`src/rtl/ag_o_gen.sv`:
```
// ag_o_gen: output-address generator for the sys_out DPR with lane masks, row/column-major order and valid/ready backpressure
module ag_o_gen #(
  parameter int FEATURE_BITS = 4,
  parameter int ADDR_W = 2 * FEATURE_BITS,
  parameter int P = 4
) (
  input  logic                    sys_clk,
  input  logic                    reset,
  input  logic                    start,
  input  logic [FEATURE_BITS-1:0] m_cfg,
  input  logic [FEATURE_BITS-1:0] n_cfg,
  input  logic [ADDR_W-1:0]       base_addr,
  input  logic                    col_major,
  output logic [ADDR_W-1:0]       address,
  output logic [P-1:0]            lane_mask,
  output logic                    addr_valid,
  input  logic                    addr_ready,
  output logic                    busy,
  output logic                    done
);
  localparam int LOG2P = $clog2(P);
  localparam logic [FEATURE_BITS:0] RND = FEATURE_BITS'(P - 1);
  localparam logic [FEATURE_BITS-1:0] REM_MSK = FEATURE_BITS'(P - 1);
  typedef enum logic [1:0] {IDLE, RUN, FIN} state_t;
  state_t state;
  logic [FEATURE_BITS-1:0] m_r, wpr_r, r_idx, w_idx, nr, nw, wpr_c, rem_c;
  logic [FEATURE_BITS:0] n_round;
  logic [ADDR_W-1:0] base_r;
  logic col_r, last_w, last_r, hs;
  logic [P-1:0] last_mask_r, last_mask_c;
  always_comb begin
    n_round = {1'b0, n_cfg} + RND;
    wpr_c = FEATURE_BITS'(n_round >> LOG2P);
    rem_c = n_cfg & REM_MSK;
    last_mask_c = (rem_c == '0) ? '1 : ~({P{1'b1}} << rem_c);
    last_w = w_idx == wpr_r - 1'b1;
    last_r = r_idx == m_r - 1'b1;
    hs = addr_valid && addr_ready;
    nr = col_r ? (last_r ? '0 : r_idx + 1'b1) : (last_w ? r_idx + 1'b1 : r_idx);
    nw = col_r ? (last_r ? w_idx + 1'b1 : w_idx) : (last_w ? '0 : w_idx + 1'b1);
  end
  always_ff @(posedge sys_clk) begin
    if (reset) begin
      state <= IDLE;
      m_r <= '0;
      wpr_r <= '0;
      last_mask_r <= '0;
      base_r <= '0;
      col_r <= 1'b0;
      r_idx <= '0;
      w_idx <= '0;
      address <= '0;
      lane_mask <= '0;
      addr_valid <= 1'b0;
      busy <= 1'b0;
      done <= 1'b0;
    end else begin
      case (state)
        IDLE: if (start) begin
          m_r <= m_cfg;
          wpr_r <= wpr_c;
          last_mask_r <= last_mask_c;
          base_r <= base_addr;
          col_r <= col_major;
          r_idx <= '0;
          w_idx <= '0;
          busy <= 1'b1;
          if (m_cfg == '0 || n_cfg == '0) begin
            state <= FIN;
            done <= 1'b1;
          end else begin
            state <= RUN;
            addr_valid <= 1'b1;
            address <= base_addr;
            lane_mask <= (wpr_c == FEATURE_BITS'(1)) ? last_mask_c : '1;
          end
        end
        RUN: if (hs) begin
          if (last_w && last_r) begin
            state <= FIN;
            addr_valid <= 1'b0;
            done <= 1'b1;
          end else begin
            r_idx <= nr;
            w_idx <= nw;
            address <= base_r + ADDR_W'(nr) * ADDR_W'(wpr_r) + ADDR_W'(nw);
            lane_mask <= (nw == wpr_r - 1'b1) ? last_mask_r : '1;
          end
        end
        FIN: begin
          state <= IDLE;
          done <= 1'b0;
          busy <= 1'b0;
        end
        default: state <= IDLE;
      endcase
    end
  end
endmodule
```
`config.mk`:
```
export PLATFORM = sky130hd
export DESIGN_NAME = ag_o_gen
export DESIGN_NICKNAME = d
export VERILOG_FILES = /design/src/rtl/ag_o_gen.sv
export SDC_FILE = /design/constraint.sdc
export NUM_CORES = 1
export LEC_CHECK = 0
export BUFFER_PORTS_ARGS = -buffer_cell sky130_fd_sc_hd__buf_2
export CAP_MARGIN = 20
export CORE_MARGIN = 3
export CORE_UTILIZATION = 64
export DETAILED_ROUTE_END_ITERATION = 16
export PLACE_DENSITY = 0.95
export SLEW_MARGIN = 10
export SYNTH_ARGS = -nofsm -noshare
export SYNTH_HDL_FRONTEND = slang
export SYNTH_SLANG_ARGS = --single-unit
```
`constraint.sdc`:
```
create_clock -name sys_clk -period 10.8 [get_ports sys_clk]
set_input_delay 2.16 -clock sys_clk [delete_from_list [all_inputs] [get_ports sys_clk]]
set_output_delay 2.16 -clock sys_clk [all_outputs]
set_load 0.03 [all_outputs]
```
==> flow_summary.yaml, run 1 <==
sta:
  period_share: 0.534
  finalSetupTns_ns: 0
  final_hold_viol_count: 0
  finalSetupViolCount: 0
  tightest_slew_ns: 1.05
  rsz0062_at_grt: "no"
  skew_ns: 0.00763
  fmax_ghz: 0.173
  fin_crit_ns: 5.77
  relSlewSlack: 0.297
  maxSlewViolCount: 0
cells_and_area:
  nNetsFinal: 451
  insertedDiodeCount: 0
  layout_commonest_cell: "nand2_1"
  syn2layout_area_growth_pct: 7.94
  design_area_um2: 3400
  final_core_util: 0.745
  mostFrequentLayoutCells: "nand2_1, dfxtp_1, a21oi_1"
  finalNonFillerCells: 466
  drive_gt1_frac: 0.167
cts:
  insertion_delay_ns: 0.31
  cts_buffers: 5
  cts_tree: "done"
  postCtsSetupBuffers: 0
  clockBufferDepth: 2
  hold_buffers: 0
  cts-resized-gates: 0
  path_clk_slew_ns: 0.09
  cts.sinks: 45
  htreeDepth: 2
  cts-root-buf: "clkbuf_8"
synth:
  synth-edff-count: 0
  netlist_area_um2: 3150
  seq_area_frac_synth: 0.286
  yosysWarnings: 0
  synthFlopType: "dfxtp_1"
  synthCells: 376
  avgSynthCellArea_um2: 8.38
  synth_cell_types: 57
  async_reset_ff_frac: 0
  ys_ff_latch: 45
  synth_nets: 427
worst_setup_path:
  arrival_ns: 5.92
  worstReg2RegEnd: "address[6]"
  r2r_cells: 21
  critPathKind: "reg2reg"
  start_kind: "flop"
  rr_startpoint: "wpr_r[0]"
  regToRegSetupSlack_ns: 5.03
  end_kind: "flop"
  cp_max_fo: 11
  critical_path_required_ns: 10.95
drt:
  drc: 0
  drt_iter0_markers: 251
  antenna_left: 0
  vias: 2829
  first_pass_iters: 5
  drt-total-wl_um: 7360
  wl_per_cell_um: 15.8
  via_per_inst: 6.07
hold_path:
  min-delay-start: "base_r[1]"
  hold_end: "base_r[1]"
  hold_depth: 2
  hold_path.class: "reg2reg"
pwr:
  p_int_uw: 258
  seq_power_share: 0.475
  ir_drop_uv: 108
  comb_power_share: 0.253
  power_switching_uw: 137
  p_sw_frac: 0.347
  cellPowerDensity_nw_per_um2: 116
  clkPwrFrac: 0.271
  power_leakage_uw: 0.00146
place:
  dp.cells: 458
  placedInstanceArea_um2: 3310
  place.gp.congestion: 0.882
  port_buffers: 35
  dp_hpwl_um: 5240
die:
  die_h_um: 76.2
  start_util: 0.691
  fp.coreArea_um2: 4560
  die-area_um2: 5800
  die_w_um: 76.2
  io_pins: 36
  fp-row-count: 24
global_route:
  antenna_found_initial: 0
  grt_pass1_vias: 2630
  grt_start_max_net_pins: 50
  grt-ovfl-total: 0
  grt_use_total: 0.257
  grt_pass1_wl_um: 12300
outcome:
  status: "completed"
run:
  maxCapViolCount: 0
cell families after synthesis:
kind of cell,share of synthesized area
compound gates,0.208
xor+xnor,0.0707
fa+ha+maj,0.143
buf+inv,0.0703
flops,0.286
mux,0.0163
simple gates,0.206
registers in the layout (all words and copies together), names as in the netlist, 2 cells and up:
| name | flops |
|---|---|
| wpr_r | 3 |
| m_r | 4 |
| state | 2 |
| address | 8 |
| r_idx | 4 |
| base_r | 8 |
| last_mask_r | 4 |
| w_idx | 4 |
| lane_mask | 4 |
worst max-delay path by stage:
stage / from / slack [ns] / endpoint
after floorplan: wpr_r[0] / 5.68 / address[6]
after global placement: wpr_r[0] / 5.42 / address[6]
after detailed placement: wpr_r[0] / 5.16 / address[6]
after CTS: wpr_r[0] / 5.10 / address[6]
after global routing: wpr_r[0] / 4.66 / address[6]
final: wpr_r[0] / 5.03 / address[6]
area by class of cell:
type                            count  area (um^2)
Inverter                           34          128
Multi-Input combinational cell    279         2030
Clock buffer                        6         72.6
Fill cell                         307         1160
Tap cell                           65         81.3
Timing Repair Buffer               35          175
Clock inverter                      2         15.0
Sequential cell                    45          901
critical path, cell delays in order (launching register included):
cell	delay [ns]
dfxtp_1	0.56
inv_1	0.08
ha_1	0.25
xor2_2	0.17
or4_4	0.47
a21oi_4	0.21
xnor2_1	0.08
o21ai_0	0.42
nand2_1	0.18
fa_1	0.54
fa_1	0.52
fa_1	0.57
inv_1	0.06
ha_1	0.29
a21o_1	0.17
a21o_1	0.20
a21o_1	0.18
a21oi_1	0.16
xor2_1	0.17
nor2_1	0.06
a21oi_1	0.18
a211oi_2	0.09
through the flow:
| stage | hold WS (ns) | power (uW) | worst slack (ns) |
|---|---|---|---|
| after floorplan | 0.436 | 267 | 5.68 |
| after global placement | 0.445 | 286 | 5.42 |
| after detailed placement | 0.454 | 290 | 5.16 |
| after CTS | 0.465 | 394 | 5.10 |
| after global routing | 0.487 | 414 | 4.66 |
| final | 0.467 | 396 | 5.03 |
layer usage:
layer,share of wire,global-route usage
met5,0,0
met3,0.081,0.0520
met2,0.48,0.433
met1,0.41,0.322
met4,0.030,0.101
power groups by stage:
stage	Sequential [uW]	Clock [uW]	Combinational, uW
global route	189	115	110
global placement	190	0	95.4
CTS	188	108	99.1
floorplan	199	0	68.1
finish	188	107	100
detailed placement	191	0	98.3
cell usage after synthesis, types with 4 or more instances:
cell type | count | area [um^2]
a211oi_1 | 5 | 37.5
a211oi_2 | 6 | 75.1
a21o_1 | 5 | 37.5
a21oi_1 | 38 | 190
a22oi_1 | 6 | 45.0
and2_1 | 8 | 50.1
clkbuf_1 | 11 | 41.3
dfxtp_1 | 45 | 901
fa_1 | 10 | 200
ha_1 | 20 | 250
inv_1 | 34 | 128
mux2i_1 | 4 | 40.0
nand2_1 | 48 | 180
nand2b_1 | 6 | 37.5
nor2_1 | 28 | 105
nor2b_1 | 6 | 37.5
nor3_1 | 14 | 70.1
nor4_1 | 5 | 31.3
o21ai_0 | 8 | 40.0
xnor2_1 | 11 | 96.3
xor2_1 | 8 | 70.1
Power figures use the tool's default switching activity.
==> inputs of run 2 (changes only) <==
--- a/config.mk
+++ b/config.mk
@@ -8,9 +8,9 @@
 export BUFFER_PORTS_ARGS = -buffer_cell sky130_fd_sc_hd__buf_2
 export CAP_MARGIN = 20
 export CORE_MARGIN = 3
-export CORE_UTILIZATION = 64
+export CORE_UTILIZATION = 53
 export DETAILED_ROUTE_END_ITERATION = 16
-export PLACE_DENSITY = 0.95
+export PLACE_DENSITY = 0.87
 export SLEW_MARGIN = 10
 export SYNTH_ARGS = -nofsm -noshare
 export SYNTH_HDL_FRONTEND = slang
==> constraint.sdc (replaced) <==
create_clock -name sys_clk -period 5.3 [get_ports sys_clk]
set_input_delay 1.06 -clock sys_clk [delete_from_list [all_inputs] [get_ports sys_clk]]
set_output_delay 1.06 -clock sys_clk [all_outputs]
set_load 0.03 [all_outputs]
==> run 2 against run 1 <==
  * Maximum frequency up 11%
  * Highest routed layer unchanged
  * Non-clock buffer count rose by 15
  * Cell count up 4.7%
  * Flip-flop and latch count is the same
  * Largest cell class unchanged
  * Critical endpoint unchanged
==> flow_summary.yaml, run 2 (same netlist as run 1, synthesis figures left out) <==
drt:
  antenna_left: 0
  drt-total-wl_um: 8040
  wl_per_cell_um: 16.5
  via_per_inst: 5.99
  vias: 2921
  first_pass_iters: 5
  drc: 0
  drt_iter0_markers: 229
worst_setup_path:
  max_stage_delay_ns: 0.55
  arrival_ns: 5.34
  worst_path_max_delay_cell: "or4_4"
  startpoint: "wpr_r[0]"
  r2r_cells: 21
  rr_startpoint: "wpr_r[0]"
  critical_path_required_ns: 5.47
  regToRegSetupSlack_ns: 0.12
  cp_max_fo: 10
  cpLargestDelayFamily: "adder cells"
  worstReg2RegEnd: "address[6]"
  endpoint: "address[6]"
  start_kind: "flop"
  cp.depth: 21
  path_buf_inv: 2
  critPathKind: "reg2reg"
  cp_cell_sequence: "buf_4 -> o21a_1 -> or4_4 -> a21oi_4 -> o21ai_1 -> xor2_1 -> nor2_2 -> nand2_1 -> fa_1 -> fa_1 -> fa_1 -> inv_1 -> ha_1 -> a21o_1 -> a21o_1 -> a21o_1 -> a21oi_2 -> xor2_1 -> nor2_1 -> a21oi_1 -> a211oi_2"
  end_kind: "flop"
pwr:
  p_sw_frac: 0.334
  ir_drop_uv: 186
  power_leakage_uw: 0.00155
  seq_power_share: 0.433
  total_power_uw: 874
  clkPwrFrac: 0.315
  comb_power_share: 0.252
  cellPowerDensity_nw_per_um2: 243
  power_switching_uw: 292
  p_int_uw: 582
global_route:
  grt-ovfl-total: 0
  grt_pass1_wl_um: 13100
  grt_pass1_vias: 2939
  antenna_found_initial: 0
  grt_start_max_net_pins: 50
  grt_use_total: 0.225
cells_and_area:
  drive_gt1_frac: 0.226
  fillers: 411
  syn2layout_area_growth_pct: 14.2
  seqCellArea_um2: 905
  insertedDiodeCount: 0
  reg.largest.list: "address: 8 flops, base_r: 8 flops"
  mostFrequentLayoutCells: "nand2_1, dfxtp_1, a21oi_1, buf_2, inv_1"
  design_area_um2: 3600
  layout_commonest_cell: "nand2_1"
  multiInputGateArea_um2: 2080
  finalNonFillerCells: 488
  nNetsFinal: 466
outcome:
  status: "completed"
sta:
  fmax_ghz: 0.193
  tightest_slew_ns: 0.977
  relSlewSlack: 0.348
  setup_ws_ns: 0.123
  maxSlewViolCount: 0
  fin_crit_ns: 5.18
  finalSetupViolCount: 0
  period_share: 0.977
  rsz0062_at_grt: "yes"
  final_hold_viol_count: 0
  skew_ns: 0.0101
place:
  dp_hpwl_um: 5470
  dp.cells: 474
  port_buffers: 35
  pre_cts_ws_ns: -0.0552
  placedInstanceArea_um2: 3390
  place.gp.congestion: 0.914
cts:
  clockBufferDepth: 2
  cts.sinks: 45
  path_clk_slew_ns: 0.09
  cts_tree: "done"
  insertion_delay_ns: 0.31
  cts_buffers: 5
  htreeDepth: 2
  cts-root-buf: "clkbuf_8"
die:
  io_pins: 36
  die-area_um2: 6910
  die_w_um: 83.1
  die_h_um: 83.1
  fp-row-count: 27
  fp.coreArea_um2: 5640
  start_util: 0.559
hold_path:
  hold_path.class: "reg2reg"
run:
  maxCapViolCount: 0
-- run 2: worst min path at each step --
stage / startpoint / end / slack [ns] / depth (start not counted)
after global placement: base_r[3] / base_r[3] / 0.45 / 2
after detailed placement: base_r[5] / base_r[5] / 0.45 / 2
after floorplan: base_r[1] / base_r[1] / 0.44 / 2
final: base_r[5] / base_r[5] / 0.46 / 2
after CTS: base_r[5] / base_r[5] / 0.46 / 2
after global routing: base_r[5] / base_r[5] / 0.50 / 2
-- run 2: power groups by stage --
stage	clock network, uW	registers, uW	logic, uW
2_1_floorplan	0	405	139
6_report	275	379	220
4_1_cts	275	378	212
5_1_grt	286	381	241
3_3_place_gp	0	385	203
3_5_place_dp	0	386	209
-- run 2: through the flow --
step	hold WS [ns]	setup TNS, ns	utilization
after floorplan	0.436	0	-
after global placement	0.446	0	0.601
after detailed placement	0.449	-0.0915	0.601
after CTS	0.462	0	0.627
after global routing	0.495	-0.123	0.638
final	0.462	0	0.638
-- run 2: area by class of cell --
cell class                      instances  area share
Clock buffer                            6      0.0202
Clock inverter                          2      0.0108
Inverter                               34      0.0355
Multi-Input combinational cell        279       0.577
Sequential cell                        45       0.251
Tap cell                               72      0.0250
Timing Repair Buffer                   50      0.0800
-- run 2: layer usage --
layer / vias up / wire, um / track usage / part of all wire
met4: 0 / 297 / 0.123 / 0.037
met5: - / 0 / 0 / 0
met3: 34 / 442 / 0.0536 / 0.055
li1: 1362 / - / - / -
met1: 1406 / 3340 / 0.262 / 0.41
met2: 119 / 3970 / 0.378 / 0.49
-- run 2: tightest hold or removal path, stage by stage (launching register included) --
cell and delay (ns):
dfxtp_1 0.32, nand2_1 0.05, a21oi_1 0.05
-- run 2: repair_timing --
item,CTS,global route
hold buffers,0,0
resized for setup,5,12
pin swaps,4,6
setup buffers,3,3
setup endpoints to repair,2,3
==> inputs of run 3 (changes only) <==
--- a/config.mk
+++ b/config.mk
@@ -5,12 +5,13 @@
 export SDC_FILE = /design/constraint.sdc
 export NUM_CORES = 1
 export LEC_CHECK = 0
+export ABC_AREA = 1
 export BUFFER_PORTS_ARGS = -buffer_cell sky130_fd_sc_hd__buf_2
 export CAP_MARGIN = 20
 export CORE_MARGIN = 3
 export CORE_UTILIZATION = 53
 export DETAILED_ROUTE_END_ITERATION = 16
-export PLACE_DENSITY = 0.87
+export PLACE_DENSITY = 0.88
 export SLEW_MARGIN = 10
 export SYNTH_ARGS = -nofsm -noshare
 export SYNTH_HDL_FRONTEND = slang
==> run 3 against run 2 <==
  * Largest power group unchanged
  * Synthesized cell count increased by 17%
  * Flip-flop and latch count unchanged
  * Sequential share of layout area increased by 1.8 points
==> flow_summary.yaml, run 3 <==
die:
  start_util: 0.566
  fp.coreArea_um2: 5300
  die_h_um: 81.3
  io_pins: 36
  die-area_um2: 6600
  die_w_um: 81.3
  fp-row-count: 26
synth:
  synth_fa_ha_area_frac: 0.150
  yosys.area_share.simple: 0.257
  synth_nets: 491
  netlist_area_um2: 3000
  synth_cell_types: 29
  yosysMostFrequentCell: "nand2_1"
  synth_top_family_by_area: "simple AND/OR/NAND/NOR gates"
  ys_ff_latch: 45
  yosysWarnings: 0
  seq_area_frac_synth: 0.300
  synthTopCellsByArea: "dfxtp_1, nand2_1, inv_1"
  async_reset_ff_frac: 0
  synth_xor_area_frac: 0.0292
  synth_mux_area_frac: 0
  synth_compound_area_frac: 0.149
  synthCells: 440
  synth_common_cells: "nand2_1, inv_1, dfxtp_1"
  synth_top_area_share: 0.300
  synthFlopType: "dfxtp_1"
  synth_top_area_cell: "dfxtp_1"
  avgSynthCellArea_um2: 6.82
  synth-edff-count: 0
cells_and_area:
  mostFrequentLayoutCells: "nand2_1, inv_1, dfxtp_1"
  design_area_um2: 3350
  drive_gt1_frac: 0.129
  seqCellArea_um2: 902
  layout_commonest_cell: "nand2_1"
  fillers: 444
  multiInputGateArea_um2: 1780
  nNetsFinal: 524
  finalNonFillerCells: 543
  syn2layout_area_growth_pct: 11.6
  reg.largest.list: "address: 8 flops, base_r: 8 flops"
  insertedDiodeCount: 0
sta:
  hold_ws_ns: 0.472
  relSlewSlack: 0.301
  tightest_slew_ns: 1.04
  fmax_ghz: 0.199
  finalSetupTns_ns: 0
  final_hold_viol_count: 0
  finalSetupViolCount: 0
  skew_ns: 0.00732
  maxSlewViolCount: 0
  fin_crit_ns: 5.02
  period_share: 0.947
cts:
  clockBufferDepth: 2
  htreeDepth: 2
  cts_tree: "done"
  insertion_delay_ns: 0.30
  cts-root-buf: "clkbuf_8"
  postCtsSetupBuffers: 0
  cts.sinks: 45
  hold_buffers: 0
  cts_buffers: 5
  path_clk_slew_ns: 0.09
pwr:
  total_power_uw: 1040
  power_leakage_uw: 0.00163
  ir_drop_uv: 299
  cellPowerDensity_nw_per_um2: 310
hold_path:
  hold_depth: 2
  hold_end: "address[3]"
  hold_path.class: "reg2reg"
  min-delay-start: "address[3]"
place:
  dp.cells: 536
  placedInstanceArea_um2: 3230
  dp_hpwl_um: 5360
  place.gp.congestion: 0.913
  port_buffers: 35
worst_setup_path:
  critPathKind: "reg2reg"
  r2r_cells: 24
  arrival_ns: 5.19
  start_kind: "flop"
  rr_startpoint: "wpr_r[0]"
  critical_path_required_ns: 5.47
  cp_max_fo: 7
  regToRegSetupSlack_ns: 0.28
  end_kind: "flop"
  worstReg2RegEnd: "address[7]"
drt:
  antenna_left: 0
  first_pass_iters: 5
  drc: 0
  vias: 2960
  drt_iter0_markers: 218
  wl_per_cell_um: 13.1
  drt-total-wl_um: 7120
  via_per_inst: 5.45
global_route:
  grt_pass1_vias: 2746
  antenna_found_initial: 0
  grt_start_max_net_pins: 26
  grt-ovfl-total: 0
  grt_pass1_wl_um: 12000
  grt_use_total: 0.230
outcome:
  status: "completed"
run:
  maxCapViolCount: 0
==> run 3: cell families (layout without fill, tap and decap cells) <==
| group | after synthesis | count (layout) |
|---|---|---|
| buffers and inverters | 89 | 122 |
| DFF | 45 | 45 |
| AOI/OAI and AO/OA | 85 | 85 |
| xor gates and xnor gates | 10 | 10 |
| adders and majority gates | 30 | 30 |
| and+or+nand+nor | 181 | 181 |
==> run 3: per-stage QoR <==
stage | worst slack (ns) | util
3_3_place_gp | 0.421 | 0.609
4_1_cts | 0.157 | 0.628
5_1_grt | -0.0477 | 0.632
6_report | 0.283 | 0.632
2_1_floorplan | 0.666 | -
3_5_place_dp | 0.195 | 0.609
==> run 3: where the power goes <==
group / internal, uW / leakage (uW) / switching [uW]
combinational: 118 / 0.00121 / 256
sequential: 382 / 0.000371 / 29.7
clock: 137 / 0.0000540 / 117
total: 637 / 0.00163 / 403
==> run 3: layer usage <==
metal  wire, um  track usage
met5          0            0
met2       3450        0.391
met1       3060        0.293
met4        155       0.0743
met3        458       0.0399
==> run 3: worst max path at each step <==
stage	depth (start not counted)	from	endpoint
finish	24	wpr_r[0]	address[7]
global route	24	wpr_r[0]	address[7]
CTS	26	wpr_r[0]	address[7]
detailed placement	22	wpr_r[0]	address[7]
global placement	23	wpr_r[0]	address[6]
floorplan	22	wpr_r[0]	address[7]
==> run 3: worst max-delay path, stage by stage, from the launching register on <==
cell,delay (ns)
dfxtp_2,0.39
inv_2,0.09
ha_1,0.36
xnor2_1,0.15
nor2_2,0.14
nand3_2,0.15
nand2_2,0.15
nand2_1,0.10
a21oi_1,0.14
o21ai_1,0.13
inv_1,0.09
nand2_1,0.06
fa_1,0.48
fa_1,0.60
fa_1,0.48
fa_1,0.49
nor2_1,0.12
o21ai_0,0.08
nand2_1,0.08
nand2_1,0.07
nand2_1,0.06
a21oi_1,0.07
xor2_1,0.15
o21ai_0,0.16
a21oi_1,0.09
==> run 3: what timing repair did <==
| item | in CTS | in global routing |
|---|---|---|
| resized for setup | 0 | 7 |
| endpoints found under the hold margin | 0 | 0 |
| setup endpoints to repair | 0 | 4 |
==> run 3: final cells by class <==
class | instances | area share
Clock buffer | 5 | 0.0205
Inverter | 79 | 0.0892
Timing Repair Buffer | 36 | 0.0545
Tap cell | 70 | 0.0261
Sequential cell | 45 | 0.269
Clock inverter | 2 | 0.0105
Multi-Input combinational cell | 306 | 0.530
